===== config.mk =====
export PLATFORM = sky130hd
export DESIGN_NAME = branch_resolve_bht_flat
export DESIGN_NICKNAME = d
export VERILOG_FILES = /design/src/rtl/branch_resolve_bht_if.sv /design/src/rtl/branch_resolve_bht.sv /design/src/flat_wrapper.sv
export SDC_FILE = /design/constraint.sdc
export NUM_CORES = 1
export LEC_CHECK = 0
export ABC_AREA = 1
export CORE_MARGIN = 2
export CORE_UTILIZATION = 50
export CTS_BUF_LIST = sky130_fd_sc_hd__clkbuf_4
export DETAILED_ROUTE_END_ITERATION = 12
export PLACE_DENSITY = 0.79
export SETUP_SLACK_MARGIN = 0.4
export SLEW_MARGIN = 20
export SYNTH_ARGS = -nofsm -noshare
export SYNTH_HDL_FRONTEND = slang
export SYNTH_SLANG_ARGS = --single-unit

===== constraint.sdc =====
create_clock -name clk -period 3.7 [get_ports clk]
set_input_delay 0.74 -clock clk [delete_from_list [all_inputs] [get_ports clk]]
set_output_delay 0.74 -clock clk [all_outputs]
set_load 0.005 [all_outputs]

===== src/rtl/branch_resolve_bht_if.sv =====
// Fetch-prediction and EXE branch-resolution bundle for branch_resolve_bht.
// The master side is the pipeline; the slave side is the resolve unit.
interface branch_resolve_bht_if #(
  parameter int XLEN = 32
);
  logic [XLEN-1:0] pc_fetch;
  logic            pred_taken_fetch;
  logic            valid_exe;
  logic            stall_exe;
  logic            branch_exe;
  logic            jump_exe;
  logic [2:0]      funct3_exe;
  logic [XLEN-1:0] rs1_exe;
  logic [XLEN-1:0] rs2_exe;
  logic [XLEN-1:0] pc_exe;
  logic [XLEN-1:0] target_exe;
  logic            pred_taken_exe;
  logic            pc_src_exe;
  logic [XLEN-1:0] redirect_pc_exe;
  logic            mispredict_exe;
  logic            illegal_br_exe;

  modport master (
    output pc_fetch, valid_exe, stall_exe,
    output branch_exe, jump_exe, funct3_exe,
    output rs1_exe, rs2_exe, pc_exe,
    output target_exe, pred_taken_exe,
    input  pred_taken_fetch, pc_src_exe,
    input  redirect_pc_exe, mispredict_exe,
    input  illegal_br_exe
  );

  modport slave (
    input  pc_fetch, valid_exe, stall_exe,
    input  branch_exe, jump_exe, funct3_exe,
    input  rs1_exe, rs2_exe, pc_exe,
    input  target_exe, pred_taken_exe,
    output pred_taken_fetch, pc_src_exe,
    output redirect_pc_exe, mispredict_exe,
    output illegal_br_exe
  );
endinterface


===== src/rtl/branch_resolve_bht.sv =====
// EXE branch resolution with a bimodal 2-bit BHT feeding fetch prediction.
// Optional BHT_STATS_EN adds update/mispredict counters with stats_clr.
module branch_resolve_bht #(
  parameter int         XLEN        = 32,
  parameter int         BHT_ENTRIES = 64,
  parameter logic [1:0] CTR_INIT    = 2'b01
) (
  input  logic               clk,
  input  logic               rst,
`ifdef BHT_STATS_EN
  input  logic               stats_clr,
  output logic [31:0]        br_count,
  output logic [31:0]        mis_count,
`endif
  branch_resolve_bht_if.slave br
);

  localparam int IDX_W =
    (BHT_ENTRIES > 1) ? $clog2(BHT_ENTRIES) : 1;

  logic [1:0] bht_q [BHT_ENTRIES];
  logic [1:0] bht_d [BHT_ENTRIES];

  logic [IDX_W-1:0] idx_fetch;
  logic [IDX_W-1:0] idx_exe;
  logic             act;
  logic             is_jump;
  logic             is_branch;
  logic             eq;
  logic             lt_s;
  logic             lt_u;
  logic             taken_cond;
  logic             ill_f3;
  logic             pc_src_raw;
  logic             mis_raw;
  logic             upd;
  logic [1:0]       ctr_cur;
  logic [1:0]       ctr_nxt;
  logic [XLEN-1:0]  pc_plus4;
  logic             unused_fetch_bits;

  assign idx_fetch = br.pc_fetch[IDX_W+1:2];
  assign idx_exe   = br.pc_exe[IDX_W+1:2];
  assign unused_fetch_bits =
    ^{br.pc_fetch[XLEN-1:IDX_W+2], br.pc_fetch[1:0]};

  assign act       = br.valid_exe & ~rst;
  assign is_jump   = act & br.jump_exe;
  assign is_branch = act & br.branch_exe & ~br.jump_exe;
  assign pc_plus4  = br.pc_exe + XLEN'(4);

  assign eq   = (br.rs1_exe == br.rs2_exe);
  assign lt_s = ($signed(br.rs1_exe) < $signed(br.rs2_exe));
  assign lt_u = (br.rs1_exe < br.rs2_exe);

  always_comb begin
    taken_cond = 1'b0;
    ill_f3     = 1'b0;
    case (br.funct3_exe)
      3'b000:  taken_cond = eq;
      3'b001:  taken_cond = ~eq;
      3'b100:  taken_cond = lt_s;
      3'b101:  taken_cond = ~lt_s;
      3'b110:  taken_cond = lt_u;
      3'b111:  taken_cond = ~lt_u;
      default: ill_f3     = 1'b1;
    endcase
  end

  assign br.illegal_br_exe = act & br.branch_exe & ill_f3;

  always_comb begin
    pc_src_raw         = 1'b0;
    mis_raw            = 1'b0;
    br.redirect_pc_exe = pc_plus4;
    unique case (1'b1)
      is_jump: begin
        pc_src_raw         = 1'b1;
        br.redirect_pc_exe = br.target_exe;
      end
      is_branch: begin
        mis_raw    = taken_cond ^ br.pred_taken_exe;
        pc_src_raw = mis_raw;
        if (taken_cond) begin
          br.redirect_pc_exe = br.target_exe;
        end
      end
      default: ;
    endcase
  end

  // case matches only a clean 1, so X/Z on the raw select resolves to 0
  always_comb begin
    case (pc_src_raw)
      1'b1:    br.pc_src_exe = 1'b1;
      default: br.pc_src_exe = 1'b0;
    endcase
    case (mis_raw)
      1'b1:    br.mispredict_exe = 1'b1;
      default: br.mispredict_exe = 1'b0;
    endcase
  end

  assign br.pred_taken_fetch =
    rst ? CTR_INIT[1] : bht_q[idx_fetch][1];

  assign upd = is_branch & ~br.stall_exe & ~ill_f3;
  assign ctr_cur = bht_q[idx_exe];

  always_comb begin
    ctr_nxt = ctr_cur;
    if (taken_cond) begin
      if (ctr_cur != 2'b11) ctr_nxt = ctr_cur + 2'b01;
    end else begin
      if (ctr_cur != 2'b00) ctr_nxt = ctr_cur - 2'b01;
    end
  end

  always_comb begin
    bht_d = bht_q;
    if (upd) begin
      bht_d[idx_exe] = ctr_nxt;
    end
  end

  always_ff @(posedge clk) begin
    if (rst) begin
      for (int i = 0; i < BHT_ENTRIES; i++) begin
        bht_q[i] <= CTR_INIT;
      end
    end else begin
      bht_q <= bht_d;
    end
  end

`ifdef BHT_STATS_EN
  logic [31:0] br_count_q;
  logic [31:0] br_count_d;
  logic [31:0] mis_count_q;
  logic [31:0] mis_count_d;

  always_comb begin
    br_count_d  = br_count_q;
    mis_count_d = mis_count_q;
    if (stats_clr) begin
      br_count_d  = '0;
      mis_count_d = '0;
    end else if (upd) begin
      br_count_d = br_count_q + 32'd1;
      if (br.mispredict_exe) begin
        mis_count_d = mis_count_q + 32'd1;
      end
    end
  end

  always_ff @(posedge clk) begin
    if (rst) begin
      br_count_q  <= '0;
      mis_count_q <= '0;
    end else begin
      br_count_q  <= br_count_d;
      mis_count_q <= mis_count_d;
    end
  end

  assign br_count  = br_count_q;
  assign mis_count = mis_count_q;
`endif

endmodule


===== src/flat_wrapper.sv =====
// flat-port wrapper written by rule: the top's interface ports become plain ports
module branch_resolve_bht_flat 
#(
  parameter int         XLEN        = 32,
  parameter int         BHT_ENTRIES = 64,
  parameter logic [1:0] CTR_INIT    = 2'b01
)
  (clk, rst, br_pc_fetch, br_valid_exe, br_stall_exe, br_branch_exe, br_jump_exe, br_funct3_exe, br_rs1_exe, br_rs2_exe, br_pc_exe, br_target_exe, br_pred_taken_exe, br_pred_taken_fetch, br_pc_src_exe, br_redirect_pc_exe, br_mispredict_exe, br_illegal_br_exe);
  branch_resolve_bht_if #(.XLEN(XLEN)) br_i ();
  input  logic clk;
  input  logic rst;
  input wire logic [$bits(br_i.pc_fetch)-1:0] br_pc_fetch;
  input wire logic [$bits(br_i.valid_exe)-1:0] br_valid_exe;
  input wire logic [$bits(br_i.stall_exe)-1:0] br_stall_exe;
  input wire logic [$bits(br_i.branch_exe)-1:0] br_branch_exe;
  input wire logic [$bits(br_i.jump_exe)-1:0] br_jump_exe;
  input wire logic [$bits(br_i.funct3_exe)-1:0] br_funct3_exe;
  input wire logic [$bits(br_i.rs1_exe)-1:0] br_rs1_exe;
  input wire logic [$bits(br_i.rs2_exe)-1:0] br_rs2_exe;
  input wire logic [$bits(br_i.pc_exe)-1:0] br_pc_exe;
  input wire logic [$bits(br_i.target_exe)-1:0] br_target_exe;
  input wire logic [$bits(br_i.pred_taken_exe)-1:0] br_pred_taken_exe;
  output wire logic [$bits(br_i.pred_taken_fetch)-1:0] br_pred_taken_fetch;
  output wire logic [$bits(br_i.pc_src_exe)-1:0] br_pc_src_exe;
  output wire logic [$bits(br_i.redirect_pc_exe)-1:0] br_redirect_pc_exe;
  output wire logic [$bits(br_i.mispredict_exe)-1:0] br_mispredict_exe;
  output wire logic [$bits(br_i.illegal_br_exe)-1:0] br_illegal_br_exe;
  assign br_i.pc_fetch = br_pc_fetch;
  assign br_i.valid_exe = br_valid_exe;
  assign br_i.stall_exe = br_stall_exe;
  assign br_i.branch_exe = br_branch_exe;
  assign br_i.jump_exe = br_jump_exe;
  assign br_i.funct3_exe = br_funct3_exe;
  assign br_i.rs1_exe = br_rs1_exe;
  assign br_i.rs2_exe = br_rs2_exe;
  assign br_i.pc_exe = br_pc_exe;
  assign br_i.target_exe = br_target_exe;
  assign br_i.pred_taken_exe = br_pred_taken_exe;
  assign br_pred_taken_fetch = br_i.pred_taken_fetch;
  assign br_pc_src_exe = br_i.pc_src_exe;
  assign br_redirect_pc_exe = br_i.redirect_pc_exe;
  assign br_mispredict_exe = br_i.mispredict_exe;
  assign br_illegal_br_exe = br_i.illegal_br_exe;
  branch_resolve_bht #(.XLEN(XLEN), .BHT_ENTRIES(BHT_ENTRIES), .CTR_INIT(CTR_INIT)) u_core (.clk(clk), .rst(rst), .br(br_i));
endmodule

# After elaboration in Yosys (flattened, before gate mapping)
# Index checks and enable logic that the tools add are counted.
# word_totals
input_bits	170
regBits	128
# op_classes
n_addsub	3
muxes	21
n_reduce_logical	4
n_bitwise	16
n_eq_ne	7
n_lt_le_gt_ge	5
# ops
cell	n
bitwise mux 128 bit	1
< comparator 32 bit	2
one-hot mux 32 bit (2 select lines)	1
adder 32 x 3 -> 32 bit, second input constant	1
equality test 32 bit	1
two-way mux 32 bit	1
binary-select mux 2 bit (select 6 bit)	2
two-way mux 2 bit	8
greater-or-equal comparator 7 bit, second input constant	2
inverter 6 -> 7 bit	2
demux 2 bit (select 6 bit)	1
equality test 3 bit, second input constant	4
AND 1 bit	7
< comparator 7 x 1 -> 1 bit, second input constant	1
inverter 1 bit	6
one-hot mux 1 bit (6 select lines)	1
OR reduction 6 bit	1
two-way mux 1 bit	5
equality test 3 x 1 -> 1 bit, second input constant	1
zero test 3 bit	1
adder 2 x 1 -> 2 bit, second input constant	1
!= test 2 bit, second input constant	1
one-hot mux 1 bit (2 select lines)	1
nonzero test 2 bit	1
3 further kinds	3

# Logic depth before layout (Yosys ltp)
# Gate-level depths: netlist of the first run.
# depth
word_depth	8
depth_mapped	21
ltp_nobuf	20

# Worst setup path before layout of the first run
# No wires, ideal clock.
# synth_timing
kind	input to output
start	input br_rs2_exe[31]
end	output br_redirect_pc_exe[17]
stages	15
path_slack_ns	0.379
arrival_ns	2.581
required_time_ns	2.960
cell_sequence	inv_1 ha_1 a21oi_1 o21a_1 nand2_1 a21oi_1 nand2_1 nand2_1 nand3_1 nand3_4 nand2_1 nand2_1 buf_2 nand2_1 nand2_1
# synth_between
elab_chain_len	5
# synth_lines
item	line	source
start: declaration	flat_wrapper.sv:19	input wire logic [$bits(br_i.rs2_exe)-1:0] br_rs2_exe;
< comparator 32 bit, or another cell as far along	branch_resolve_bht.sv:54	assign lt_u = (br.rs1_exe < br.rs2_exe);
inverter 1 bit (on tied branches)	branch_resolve_bht.sv:65, branch_resolve_bht.sv:61, branch_resolve_bht.sv:63	
one-hot mux 1 bit (6 select lines) (*)	branch_resolve_bht.sv:59	case (br.funct3_exe)
two-way mux 32 bit (*)	branch_resolve_bht.sv:84	if (taken_cond) begin
one-hot mux 32 bit (2 select lines) (*)	branch_resolve_bht.sv:76	unique case (1'b1)
end: declaration	flat_wrapper.sv:25	output wire logic [$bits(br_i.redirect_pc_exe)-1:0] br_redirect_pc_exe;
# Every way passes the cells marked *; elsewhere a longest branch is shown, timed or not.

# Worst setup path after layout of the first run
# layout_timing
start	input br_rs2_exe[29]
end	output br_redirect_pc_exe[6]
# The elaborated chain is that of the path after synthesis.

==> reports/summary.txt, run 1 <==
reg-to-reg critical path startpoint - u_core.bht_q[108]
setup slack, reg-to-reg - 1.65 ns
Synth Net Count - 1937
switching share of total power - 34.1%
floorplan die height - 146 um
maximum clock insertion buffer count - 2
number of buffers inserted by port buffering - 179
global-route wire length before repair - 63500 um
setup repair after global routing missed its margin - true
synth unique cells - 40
combined area of all synthesized cells - 0.0101 sq mm
sequential cell area - 0.00256 sq mm
arrival time at the worst endpoint - 3.49 ns
MaxCap Viol Count - 0
power per standard cell area - 257 mW/mm^2
simple logic cell fraction of the synthesized area - 37.7%
layout cell share with drive strength beyond 1 - 24.6%
Hold Path End - u_core.bht_q[76]
final worst setup slack - -0.527 ns
CP max FO - 7
Wirelength per Cell - 19.8 um
compound-cell area share of the yosys netlist - 15.9%
final routed DRC violation total - 0
clock tree from TritonCTS - done
violations in the final reports - negative setup slack
WP data required - 2.96 ns
element type at the critical path end - output pin
dominant register cell in the synthesized netlist - sky130_fd_sc_hd__dfxtp_1
number of hold violations in the final report - 0
Seq cells post-synth - 128
Non-Filler Cell Area, Final - 0.0142 sq mm
placement row count - 51
Via Count - 13430
footprint of the multi-input gates - 0.00698 sq mm
end of the worst register-to-register path - u_core.bht_q[29]
detailed-route wire length on metal 1 - 16000 um
Hold Path Origin - u_core.bht_q[76]
combinational share of power - 34.6%
Final Net Count - 2203
Clk pin slew, worst setup/hold paths - 0.10 ns
share of total power in the clock network - 27.6%
Initial DRC Count - 1586
pin count of the biggest net entering global routing - 70
synthesized-area fraction occupied by xor and xnor cells - 2.18%
detailed placer's ending HPWL - 26700 um
ratio of routed vias to standard cells - 5.87
Async S/R FF share, synth - 0%
number of H-tree levels - 4
count of pins over their slew limit - 0
number of cell instances on the worst register-to-register path - 15
Antenna Violating Nets Remaining - 0
total setup violations reported at the end of the flow - 34
later-pin clock latency in the skew report - 0.58 ns
measured slew at the worst slew-check pin - 0.740 ns
worst clock skew - 0.0146 ns
dominant combinational cell family by area after synthesis - simple AND/OR/NAND/NOR gates
cell internal power dissipation - 2.40 mW
worst IR drop on VDD - 0.248 mV
maximum frequency from static timing analysis - 237 MHz
total die area - 0.0213 sq mm
run status - finished, violations left
I/O pin count - 206
initial standard-cell utilization of the core - 51.3%
all-layer global routing usage - 36.9%
FILL cells - 1546
proportion of synthesized area in mux cells - 0%
width of the chip - 146 um
critical path type - in2out
highest metal used - met5
TritonCTS buffer count - 17
metal2 WL - 19400 um
Yosys warnings - 0
Final Critical Period - 4.23 ns
metal3 WL - 5880 um
share of synthesized area occupied by flip-flops and latches - 25.5%
global-route congestion overflow total - 0
switching component of the power - 1.24 mW
portion of the clock cycle consumed by the worst path in the final layout - 114%
largest registers ranked by flip-flop count - u_core.bht_q: 128 flops
Power, Total - 3.64 mW
leakage dissipation - 6.43 nW
Reg power frac - 37.8%
initial antenna violation count - 8
Floorplan Core Area - 0.0196 sq mm
adder and majority cell fraction of the synthesized area - 4.11%
number of flops mapped to enable cells by yosys - 0
Largest register FFs - 128
dpl cell area - 0.0128 sq mm
DR pass1 iterations - 8
Most flops, register - u_core.bht_q
GP Congestion - 0.970
Rel. slew slack - 50.6%
Post-CTS Hold Fix Bufs - 0
Hold Crit Depth - 2
startpoint type of the worst setup path - primary input
TritonCTS sink count - 128
vias in the first global route - 12307
syn avg cell area - 5.80 sq um
Area growth, synth to finish - 40.9%
drt total wl - 45200 um
worst hold path type - reg2reg
Syn Inst Count - 1734
root buf cell - sky130_fd_sc_hd__clkbuf_4
## worst max-delay path, stage by stage
cell and delay [ns]:
sky130_fd_sc_hd__buf_6 0.10, sky130_fd_sc_hd__inv_4 0.05, sky130_fd_sc_hd__ha_4 0.20, sky130_fd_sc_hd__a21oi_1 0.53, sky130_fd_sc_hd__o21a_1 0.23, sky130_fd_sc_hd__nand2_1 0.11
sky130_fd_sc_hd__a21oi_4 0.16, sky130_fd_sc_hd__buf_12 0.15, sky130_fd_sc_hd__buf_6 0.14, sky130_fd_sc_hd__nand3_4 0.13, sky130_fd_sc_hd__nand3_4 0.12, sky130_fd_sc_hd__nand3_4 0.12
sky130_fd_sc_hd__buf_8 0.17, sky130_fd_sc_hd__buf_16 0.14, sky130_fd_sc_hd__nand2_1 0.07, sky130_fd_sc_hd__nand3_1 0.10, sky130_fd_sc_hd__nand2_1 0.12, sky130_fd_sc_hd__buf_2 0.12
## kinds of logic (layout without fill, tap and decap cells)
logic type | count (synthesis) | after routing
simple gates | 884 | 884
buf+inv | 358 | 636
compound gates | 306 | 306
flops | 128 | 128
fa+ha+maj | 33 | 33
xor+xnor | 25 | 25
other cells | 0 | 9
## cells in the mapped netlist (3+ instances only)
cell type / count / area share [%]
sky130_fd_sc_hd__nand2_1: 560 / 21
sky130_fd_sc_hd__inv_1: 261 / 9.7
sky130_fd_sc_hd__a21oi_1: 194 / 9.7
sky130_fd_sc_hd__dfxtp_1: 128 / 25
sky130_fd_sc_hd__nor2_1: 120 / 4.5
sky130_fd_sc_hd__nand3_1: 117 / 5.8
sky130_fd_sc_hd__o21ai_0: 65 / 3.2
sky130_fd_sc_hd__o22ai_1: 34 / 2.1
sky130_fd_sc_hd__ha_1: 33 / 4.1
sky130_fd_sc_hd__nand4_1: 33 / 2.1
sky130_fd_sc_hd__clkbuf_1: 32 / 1.2
sky130_fd_sc_hd__buf_2: 26 / 1.3
sky130_fd_sc_hd__xor2_1: 16 / 1.4
sky130_fd_sc_hd__buf_4: 11 / 0.82
sky130_fd_sc_hd__nor2_2: 11 / 0.68
sky130_fd_sc_hd__inv_2: 10 / 0.37
sky130_fd_sc_hd__nand3b_1: 10 / 0.75
sky130_fd_sc_hd__xnor2_1: 9 / 0.78
sky130_fd_sc_hd__nor3_1: 7 / 0.35
sky130_fd_sc_hd__o21a_1: 7 / 0.52
sky130_fd_sc_hd__buf_6: 6 / 0.67
sky130_fd_sc_hd__buf_1: 5 / 0.19
sky130_fd_sc_hd__clkinv_1: 5 / 0.19
sky130_fd_sc_hd__nor3_2: 5 / 0.50
sky130_fd_sc_hd__nand3_2: 4 / 0.40
sky130_fd_sc_hd__nand3_4: 3 / 0.52
sky130_fd_sc_hd__nor2_4: 3 / 0.34
sky130_fd_sc_hd__nor4_1: 3 / 0.19
## cell usage in the layout, fill, tap and decap left out, types with 21 or more instances in the layout
cell	Yosys	routed
sky130_fd_sc_hd__clkbuf_4	0	21
sky130_fd_sc_hd__inv_1	261	229
sky130_fd_sc_hd__inv_2	10	39
sky130_fd_sc_hd__a21oi_1	194	181
sky130_fd_sc_hd__dfxtp_1	128	128
sky130_fd_sc_hd__nand4_1	33	33
sky130_fd_sc_hd__nand2_2	2	42
sky130_fd_sc_hd__ha_4	0	27
sky130_fd_sc_hd__buf_2	26	67
sky130_fd_sc_hd__clkdlybuf4s50_1	0	70
sky130_fd_sc_hd__o21ai_0	65	54
sky130_fd_sc_hd__nand3_1	117	95
sky130_fd_sc_hd__o22ai_1	34	34
sky130_fd_sc_hd__buf_4	11	109
sky130_fd_sc_hd__buf_6	6	33
sky130_fd_sc_hd__nand2_4	2	28
sky130_fd_sc_hd__nand3_2	4	22
sky130_fd_sc_hd__nand2_1	560	493
sky130_fd_sc_hd__nor2_1	120	108
## power by group through the flow
stage	Sequential, mW	Clock (mW)	Combinational [mW]
2_1_floorplan	1.41	0	0.459
3_3_place_gp	1.41	0	0.921
3_5_place_dp	1.41	0	0.936
4_1_cts	1.38	1.01	1.05
5_1_grt	1.38	1.06	1.31
6_report	1.38	1.01	1.26
## routing by layer
layer | vias up | track usage, %
met4 | 2 | 21.8
met1 | 5991 | 44.1
met5 | - | 0
met3 | 324 | 8.53
li1 | 6051 | -
met2 | 1062 | 60.6
## worst max-delay path by stage
stage                               from                      to  slack (ns)  cells after the start
final                     br_rs2_exe[29]   br_redirect_pc_exe[6]       -0.53                     18
after global routing      br_rs2_exe[29]   br_redirect_pc_exe[6]       -0.51                     18
after CTS                 br_rs2_exe[29]  br_redirect_pc_exe[10]        0.17                     18
after detailed placement  br_rs2_exe[31]  br_redirect_pc_exe[28]       -0.74                     17
after global placement    br_rs2_exe[31]  br_redirect_pc_exe[23]       -0.62                     18
after floorplan           br_rs2_exe[31]  br_redirect_pc_exe[31]        0.40                     15
## through the flow
step                setup WS (ns)  hold WS [ns]  cells  util, %  TNS (ns)
finish                     -0.527         0.479   2286     72.3    -15.09
global route               -0.510         0.499   2282     72.2    -15.49
CTS                         0.172         0.479   2271     70.0         0
detailed placement         -0.737         0.453   2216     65.2    -23.98
global placement           -0.621         0.450   2216     65.2    -20.38
floorplan                   0.401         0.440   1734        -         0
## cell type report
class | instances | area share [%]
Multi-Input combinational cell | 1248 | 49.3
Timing Repair Buffer | 327 | 20.6
Sequential cell | 128 | 18.1
Inverter | 278 | 7.50
Tap cell | 265 | 2.34
Clock buffer | 21 | 1.11
Clock inverter | 10 | 0.839
Antenna cell | 9 | 0.159
## timing repair
item,4_1_cts,5_1_grt
pin swaps,132,73
endpoints found under the setup margin,35,35
resized for setup,536,121
setup buffers,18,6
gates cloned,6,0
(Power assumes the default switching activity.)
==> run 2, diff against run 1 <==
- CORE_UTILIZATION: 50 -> 49
- CTS_CLUSTER_SIZE: default -> 14
- MAX_ROUTING_LAYER: default -> met4
- PLACE_DENSITY: 0.79 -> 0.81
- clock period: 3.7 -> 3.85 ns (I/O delays scaled with it)
==> run 2 against run 1 <==
  * The run still ends with negative setup slack left
  * First-iteration DRC count decreased by 26%
  * Flip-flop and latch count is the same
  * Clock skew rose by 0.0030 ns
  * Final area decreased by 1.2%
  * Clock-buffer cell count unchanged
==> reports/summary.txt, run 2 (same netlist as run 1, synthesis figures left out) <==
Rel. slew slack - 55.3% (+4.7 points)
WP data required - 3.08 ns (+0.12 ns)
Largest register FFs - 128 (unchanged)
drt total wl - 41400 um (-8.4%)
Floorplan Core Area - 0.0202 sq mm (+3.0%)
element type at the critical path end - output pin
initial standard-cell utilization of the core - 49.8% (-1.5 points)
largest registers ranked by flip-flop count - u_core.bht_q: 128 flops
TritonCTS sink count - 128 (unchanged)
run status - finished, violations left
accumulated negative setup slack - -0.194 ns (+14.89 ns)
critical path type - in2out
placement row count - 52 (+2.0%)
CP max FO - 4 (-3)
power per standard cell area - 239 mW/mm^2 (-7.1%)
all-layer global routing usage - 35.3% (-1.7 points)
number of buffers inserted by port buffering - 179 (unchanged)
Post-CTS Hold Fix Bufs - 0 (unchanged)
Initial DRC Count - 1177 (-26%)
Antenna Violating Nets Remaining - 0 (unchanged)
Wirelength per Cell - 18.3 um (-7.6%)
Hold Worst Slack - 0.478 ns (-0.00128 ns)
commonest cells after routing, fill and taps aside - sky130_fd_sc_hd__nand2_1 (493), sky130_fd_sc_hd__inv_1 (235), sky130_fd_sc_hd__a21oi_1 (182), sky130_fd_sc_hd__dfxtp_1 (128), sky130_fd_sc_hd__nor2_1 (112)
Final Net Count - 2182 (-0.95%)
DR pass1 iterations - 6 (-2)
Non-Filler Cell Area, Final - 0.0140 sq mm (-1.2%)
Most flops, register - u_core.bht_q
detailed placer's ending HPWL - 25600 um (-4.1%)
maximum clock insertion buffer count - 2 (unchanged)
root buf cell - sky130_fd_sc_hd__clkbuf_4
number of H-tree levels - 4 (unchanged)
portion of the clock cycle consumed by the worst path in the final layout - 101%
total die area - 0.0217 sq mm (+2.0%)
worst IR drop on VDD - 0.234 mV (-5.4%)
global routing usage on met1 - 41.1% (-2.9 points)
pin count of the biggest net entering global routing - 64 (-8.6%)
Clk pin slew, worst setup/hold paths - 0.10 ns (about the same)
floorplan die height - 147 um (+0.99%)
final worst setup slack - -0.0493 ns (+0.478 ns)
final routed DRC violation total - 0 (unchanged)
total setup violations reported at the end of the flow - 7 (-79%)
Most Used Layer, Global Route - met2
layout cell share with drive strength beyond 1 - 23.4% (-1.1 points)
number of hold violations in the final report - 0 (unchanged)
Final Critical Period - 3.90 ns
count of pins over their slew limit - 0 (unchanged)
width of the chip - 147 um (+0.99%)
most common library cell in the layout ignoring fill and taps - sky130_fd_sc_hd__nand2_1
TritonCTS buffer count - 17 (unchanged)
vias in the first global route - 12043 (-2.1%)
violations in the final reports - negative setup slack
worst clock skew - 0.0176 ns (+0.00300 ns)
initial antenna violation count - 3 (-5)
GP Congestion - 0.951 (-2.0%)
I/O pin count - 206 (unchanged)
setup repair after global routing missed its margin - true
dpl cell area - 0.0127 sq mm (-0.82%)
worst hold path type - reg2reg
measured slew at the worst slew-check pin - 0.670 ns (-0.0694 ns)
maximum frequency from static timing analysis - 256 MHz
arrival time at the worst endpoint - 3.13 ns (-0.36 ns)
MaxCap Viol Count - 0 (unchanged)
leakage dissipation - 6.34 nW (-1.4%)
clock tree from TritonCTS - done
met3 capacity usage during global routing - 5.43% (-3.1 points)
Via Count - 12962 (-3.5%)
global-route congestion overflow total - 0 (unchanged)
Area growth, synth to finish - 39.2%
later-pin clock latency in the skew report - 0.57 ns (about the same)
startpoint type of the worst setup path - primary input
ratio of routed vias to standard cells - 5.72 (-2.6%)
met2 Usage GRT - 58.3% (-2.3 points)
global-route wire length before repair - 59700 um (-6.0%)
## run 2: cell count changes in the layout (fill, tap and decap cells not counted), moves of 6 or more
cell,delta
sky130_fd_sc_hd__nand3_2,+8
sky130_fd_sc_hd__nand3_1,-9
sky130_fd_sc_hd__buf_6,-6
sky130_fd_sc_hd__clkbuf_2,-8
sky130_fd_sc_hd__buf_4,-16
sky130_fd_sc_hd__inv_1,+6
## run 2: critical path: stages
cell,delay (ns)
sky130_fd_sc_hd__buf_2,0.09
sky130_fd_sc_hd__inv_2,0.04
sky130_fd_sc_hd__ha_4,0.27
sky130_fd_sc_hd__a21oi_2,0.06
sky130_fd_sc_hd__o21ai_1,0.28
sky130_fd_sc_hd__nand2_1,0.17
sky130_fd_sc_hd__nand2_2,0.12
sky130_fd_sc_hd__a21oi_4,0.04
sky130_fd_sc_hd__buf_6,0.14
sky130_fd_sc_hd__nand3_4,0.07
sky130_fd_sc_hd__nand2_2,0.06
sky130_fd_sc_hd__nor2_4,0.12
sky130_fd_sc_hd__nand3_4,0.17
sky130_fd_sc_hd__nand2_4,0.15
sky130_fd_sc_hd__buf_6,0.13
sky130_fd_sc_hd__buf_6,0.09
sky130_fd_sc_hd__nand3b_1,0.12
sky130_fd_sc_hd__nand2_1,0.11
sky130_fd_sc_hd__buf_2,0.11
## run 2: routing by layer
metal  wire length [um]  part of all wire, %
met5                  0                    0
met4               2590                  6.3
met3               4890                   12
met2              18900                   46
met1              15100                   36
## run 2: where the power goes
| part | switching [mW] | internal [mW] | total, mW |
|---|---|---|---|
| Combinational | 0.668 | 0.520 | 1.19 |
| Sequential | 0.000352 | 1.32 | 1.32 |
| Clock | 0.499 | 0.332 | 0.830 |
## run 2: stage by stage
step / worst slack, ns / power (mW) / utilization [%] / std cells
detailed placement: -0.595 / 2.24 / 62.8 / 2205
global route: -0.110 / 3.45 / 69.3 / 2264
floorplan: 0.469 / 1.80 / - / 1734
global placement: -0.519 / 2.23 / 62.8 / 2205
CTS: 0.235 / 3.20 / 67.4 / 2258
finish: -0.0493 / 3.34 / 69.4 / 2266
## run 2: final timing paths
| check | startpoint | to | slack [ns] | depth (start not counted) |
|---|---|---|---|---|
| worst max register to register | u_core.bht_q[4] | u_core.bht_q[81] | 1.86 | 15 |
| worst max-delay path | br_rs2_exe[25] | br_redirect_pc_exe[31] | -0.05 | 19 |
| worst min register to register | u_core.bht_q[66] | u_core.bht_q[66] | 0.48 | 2 |
| worst min-delay path | u_core.bht_q[66] | u_core.bht_q[66] | 0.48 | 2 |
## run 2: layout make-up
| cell class | instances | area (sq um) |
|---|---|---|
| Clock inverter | 10 | 71.3 |
| Multi-Input combinational cell | 1248 | 7000 |
| Fill cell | 1612 | 6180 |
| Antenna cell | 5 | 12.5 |
| Tap cell | 270 | 338 |
| Timing Repair Buffer | 306 | 2790 |
| Sequential cell | 128 | 2560 |
| Inverter | 278 | 1050 |
| Clock buffer | 21 | 158 |
## run 2: timing repair
item                       CTS  global route
gates resized for setup    545            83
setup endpoints to repair   35            35
pin swaps                  132            53
setup buffers               15             3
gates cloned                 7             0
==> run 3, diff against run 2 <==
- CORE_UTILIZATION: 49 -> 50
- PLACE_DENSITY: 0.81 -> 0.79
- clock period: 3.85 -> 4.7 ns (I/O delays scaled with it)
==> run 3 against run 2 <==
  * The flow now finishes without violations
  * Flip-flop and latch count did not move
  * Global-route usage fell by 1.7 points
  * Via count fell by 1.6%
  * Sequential power fell by 17%
  * Wire length fell by 1.9%
  * Setup slack improved by 0.31 ns
  * Hold slack improved by 0.00063 ns
  * Die area fell by 1.9%
  * Clock-buffer cell count did not move
  * Clock power fell by 8.1%
  * First-iteration DRC count rose by 8.8%
  * Critical endpoint is now br_redirect_pc_exe[3]
==> reports/summary.txt, run 3 (same netlist as run 1, synthesis figures left out) <==
worst clock skew - 0.0257 ns (+0.00811 ns)
GP Congestion - 1.00 (+5.7%)
portion of the clock cycle consumed by the worst path in the final layout - 94.5%
critical path type - in2out
worst IR drop on VDD - 0.180 mV (-23%)
Final Instance Count excl. Fillers - 2218 (-2.1%)
Hold Path Origin - u_core.bht_q[84]
Most flops, register - u_core.bht_q
Final Net Count - 2135 (-2.2%)
placement row count - 51 (-1.9%)
I/O pin count - 206 (unchanged)
total die area - 0.0213 sq mm (-1.9%)
reg-to-reg critical path startpoint - u_core.bht_q[6]
floorplan die height - 146 um (-0.98%)
later-pin clock latency in the skew report - 0.56 ns (about the same)
maximum clock insertion buffer count - 2 (unchanged)
final routed DRC violation total - 0 (unchanged)
global-route congestion overflow total - 0 (unchanged)
end of the worst register-to-register path - u_core.bht_q[73]
detailed placer's ending HPWL - 25100 um (-2.1%)
Area growth, synth to finish - 34.9%
total setup violations reported at the end of the flow - 0 (-7)
worst hold path type - reg2reg
number of buffers inserted by port buffering - 179 (unchanged)
Rel. slew slack - 44.4% (-11 points)
largest registers ranked by flip-flop count - u_core.bht_q: 128 flops
initial standard-cell utilization of the core - 51.3% (+1.5 points)
Post-CTS Hold Fix Bufs - 0 (unchanged)
ratio of routed vias to standard cells - 5.75 (+0.56%)
Via Count - 12759 (-1.6%)
all-layer global routing usage - 33.6% (-1.7 points)
width of the chip - 146 um (-0.98%)
Initial DRC Count - 1281 (+8.8%)
vias in the first global route - 11124 (-7.6%)
setup slack, reg-to-reg - 2.40 ns (+0.54 ns)
Floorplan Core Area - 0.0196 sq mm (-2.9%)
layout cell share with drive strength beyond 1 - 15.2% (-8.2 points)
accumulated negative setup slack - 0 ns (+0.194 ns)
pin count of the biggest net entering global routing - 78 (+22%)
power per standard cell area - 200 mW/mm^2 (-16%)
number of H-tree levels - 4 (unchanged)
number of hold violations in the final report - 0 (unchanged)
leakage dissipation - 6.55 nW (+3.2%)
maximum frequency from static timing analysis - 225 MHz
TritonCTS buffer count - 17 (unchanged)
dpl cell area - 0.0122 sq mm (-3.5%)
DR pass1 iterations - 6 (unchanged)
root buf cell - sky130_fd_sc_hd__clkbuf_4
commonest cells after routing, fill and taps aside - sky130_fd_sc_hd__nand2_1 (529), sky130_fd_sc_hd__inv_1 (239), sky130_fd_sc_hd__a21oi_1 (182), sky130_fd_sc_hd__dfxtp_1 (128), sky130_fd_sc_hd__nor2_1 (111)
element type at the critical path end - output pin
Final Critical Period - 4.44 ns
capture point of the critical path - br_redirect_pc_exe[3]
number of cell instances on the worst register-to-register path - 15 (unchanged)
instance count after placement with tap cells included - 2151 (-2.4%)
count of pins over their slew limit - 0 (unchanged)
arrival time at the worst endpoint - 3.50 ns (+0.37 ns)
drt total wl - 40600 um (-1.9%)
MaxCap Viol Count - 0 (unchanged)
Finished Core Util - 69.2% (-0.18 points)
worst setup path start - br_rs2_exe[23]
Largest register FFs - 128 (unchanged)
initial antenna violation count - 7 (+4)
WP data required - 3.76 ns (+0.68 ns)
setup repair after global routing missed its margin - false
clock tree from TritonCTS - done
TritonCTS sink count - 128 (unchanged)
Wirelength per Cell - 18.3 um (+0.17%)
Clk pin slew, worst setup/hold paths - 0.10 ns (about the same)
global-route wire length before repair - 56400 um (-5.4%)
run status - finished clean
standard cell with the maximum stage delay on the critical path - sky130_fd_sc_hd__dlygate4sd2_1
startpoint type of the worst setup path - primary input
Non-Filler Cell Area, Final - 0.0136 sq mm (-3.1%)
most common library cell in the layout ignoring fill and taps - sky130_fd_sc_hd__nand2_1
Antenna Violating Nets Remaining - 0 (unchanged)
CP max FO - 4 (unchanged)
Crit path largest cell delay - 0.27 ns (about the same)
measured slew at the worst slew-check pin - 0.834 ns (+0.164 ns)
cell breakdown of the critical path - dlygate4sd2_1 > inv_1 > ha_4 > a21oi_1 > o21a_1 > nand2_1 > a21oi_2 > buf_6 > nand3_1 > nand3_2 > nand3_4 > buf_6 > clkbuf_16 > buf_8 > nand2_4 > nand3_2 > nand2_2 > buf_2
## run 3: cell count changes in the layout (fill, tap and decap cells not counted), moves of 14 or more
cell,delta
sky130_fd_sc_hd__nand3_1,+18
sky130_fd_sc_hd__nand2_1,+36
sky130_fd_sc_hd__dlymetal6s2s_1,+70
sky130_fd_sc_hd__buf_6,-18
sky130_fd_sc_hd__nand2_4,-23
sky130_fd_sc_hd__nand2_2,-14
sky130_fd_sc_hd__buf_4,-34
sky130_fd_sc_hd__buf_2,-61
## run 3: worst min path at each step
| stage | endpoint | depth (start not counted) |
|---|---|---|
| 3_3_place_gp | u_core.bht_q[120] | 2 |
| 2_1_floorplan | u_core.bht_q[52] | 2 |
| 5_1_grt | u_core.bht_q[70] | 2 |
| 3_5_place_dp | u_core.bht_q[58] | 2 |
| 6_report | u_core.bht_q[84] | 2 |
| 4_1_cts | u_core.bht_q[122] | 2 |
## run 3: layout make-up
type | instances | area (sq um)
diodes | 8 | 20.0
inverters | 278 | 1050
clock buffers | 21 | 158
clock inverters | 11 | 116
repair buffers | 259 | 2660
well taps | 265 | 332
fillers | 1642 | 6040
multi-input cells | 1248 | 6650
flip-flops and latches | 128 | 2560
## run 3: per-layer routing
| layer | part of all wire, % | wire length (um) | global-route usage, % |
|---|---|---|---|
| met2 | 46 | 18800 | 55.0 |
| met3 | 12 | 4690 | 5.39 |
| met5 | 0 | 0 | - |
| met4 | 5.6 | 2260 | 13.8 |
| met1 | 37 | 14800 | 41.2 |
## run 3: critical path, delay by kind of cell
kind            cells  cell delay [ns]
buf+inv             7             1.07
simple gates        7             0.67
compound gates      3             0.54
fa+ha+maj           1             0.27
## run 3: power breakdown
part | total [mW] | switching [mW] | leakage (nW) | internal (mW)
sequential | 1.09 | 0.000287 | 1.03 | 1.08
clock | 0.763 | 0.428 | 0.151 | 0.335
combinational | 0.857 | 0.490 | 5.36 | 0.366
total | 2.70 | 0.919 | 6.55 | 1.79
## run 3: metrics by stage
step,hold slack [ns],worst slack (ns),power (mW)
5_1_grt,0.500,0.242,2.80
3_5_place_dp,0.453,-0.161,1.80
6_report,0.479,0.258,2.70
4_1_cts,0.478,0.151,2.56
3_3_place_gp,0.449,-0.116,1.78
2_1_floorplan,0.440,0.979,1.47
## run 3: what timing repair did
item,CTS,global route
setup endpoints to repair,35,35
buffers inserted,7,17
gates cloned,1,2
hold endpoints to repair,0,0
gates resized for setup,73,234
pin swaps,2,70
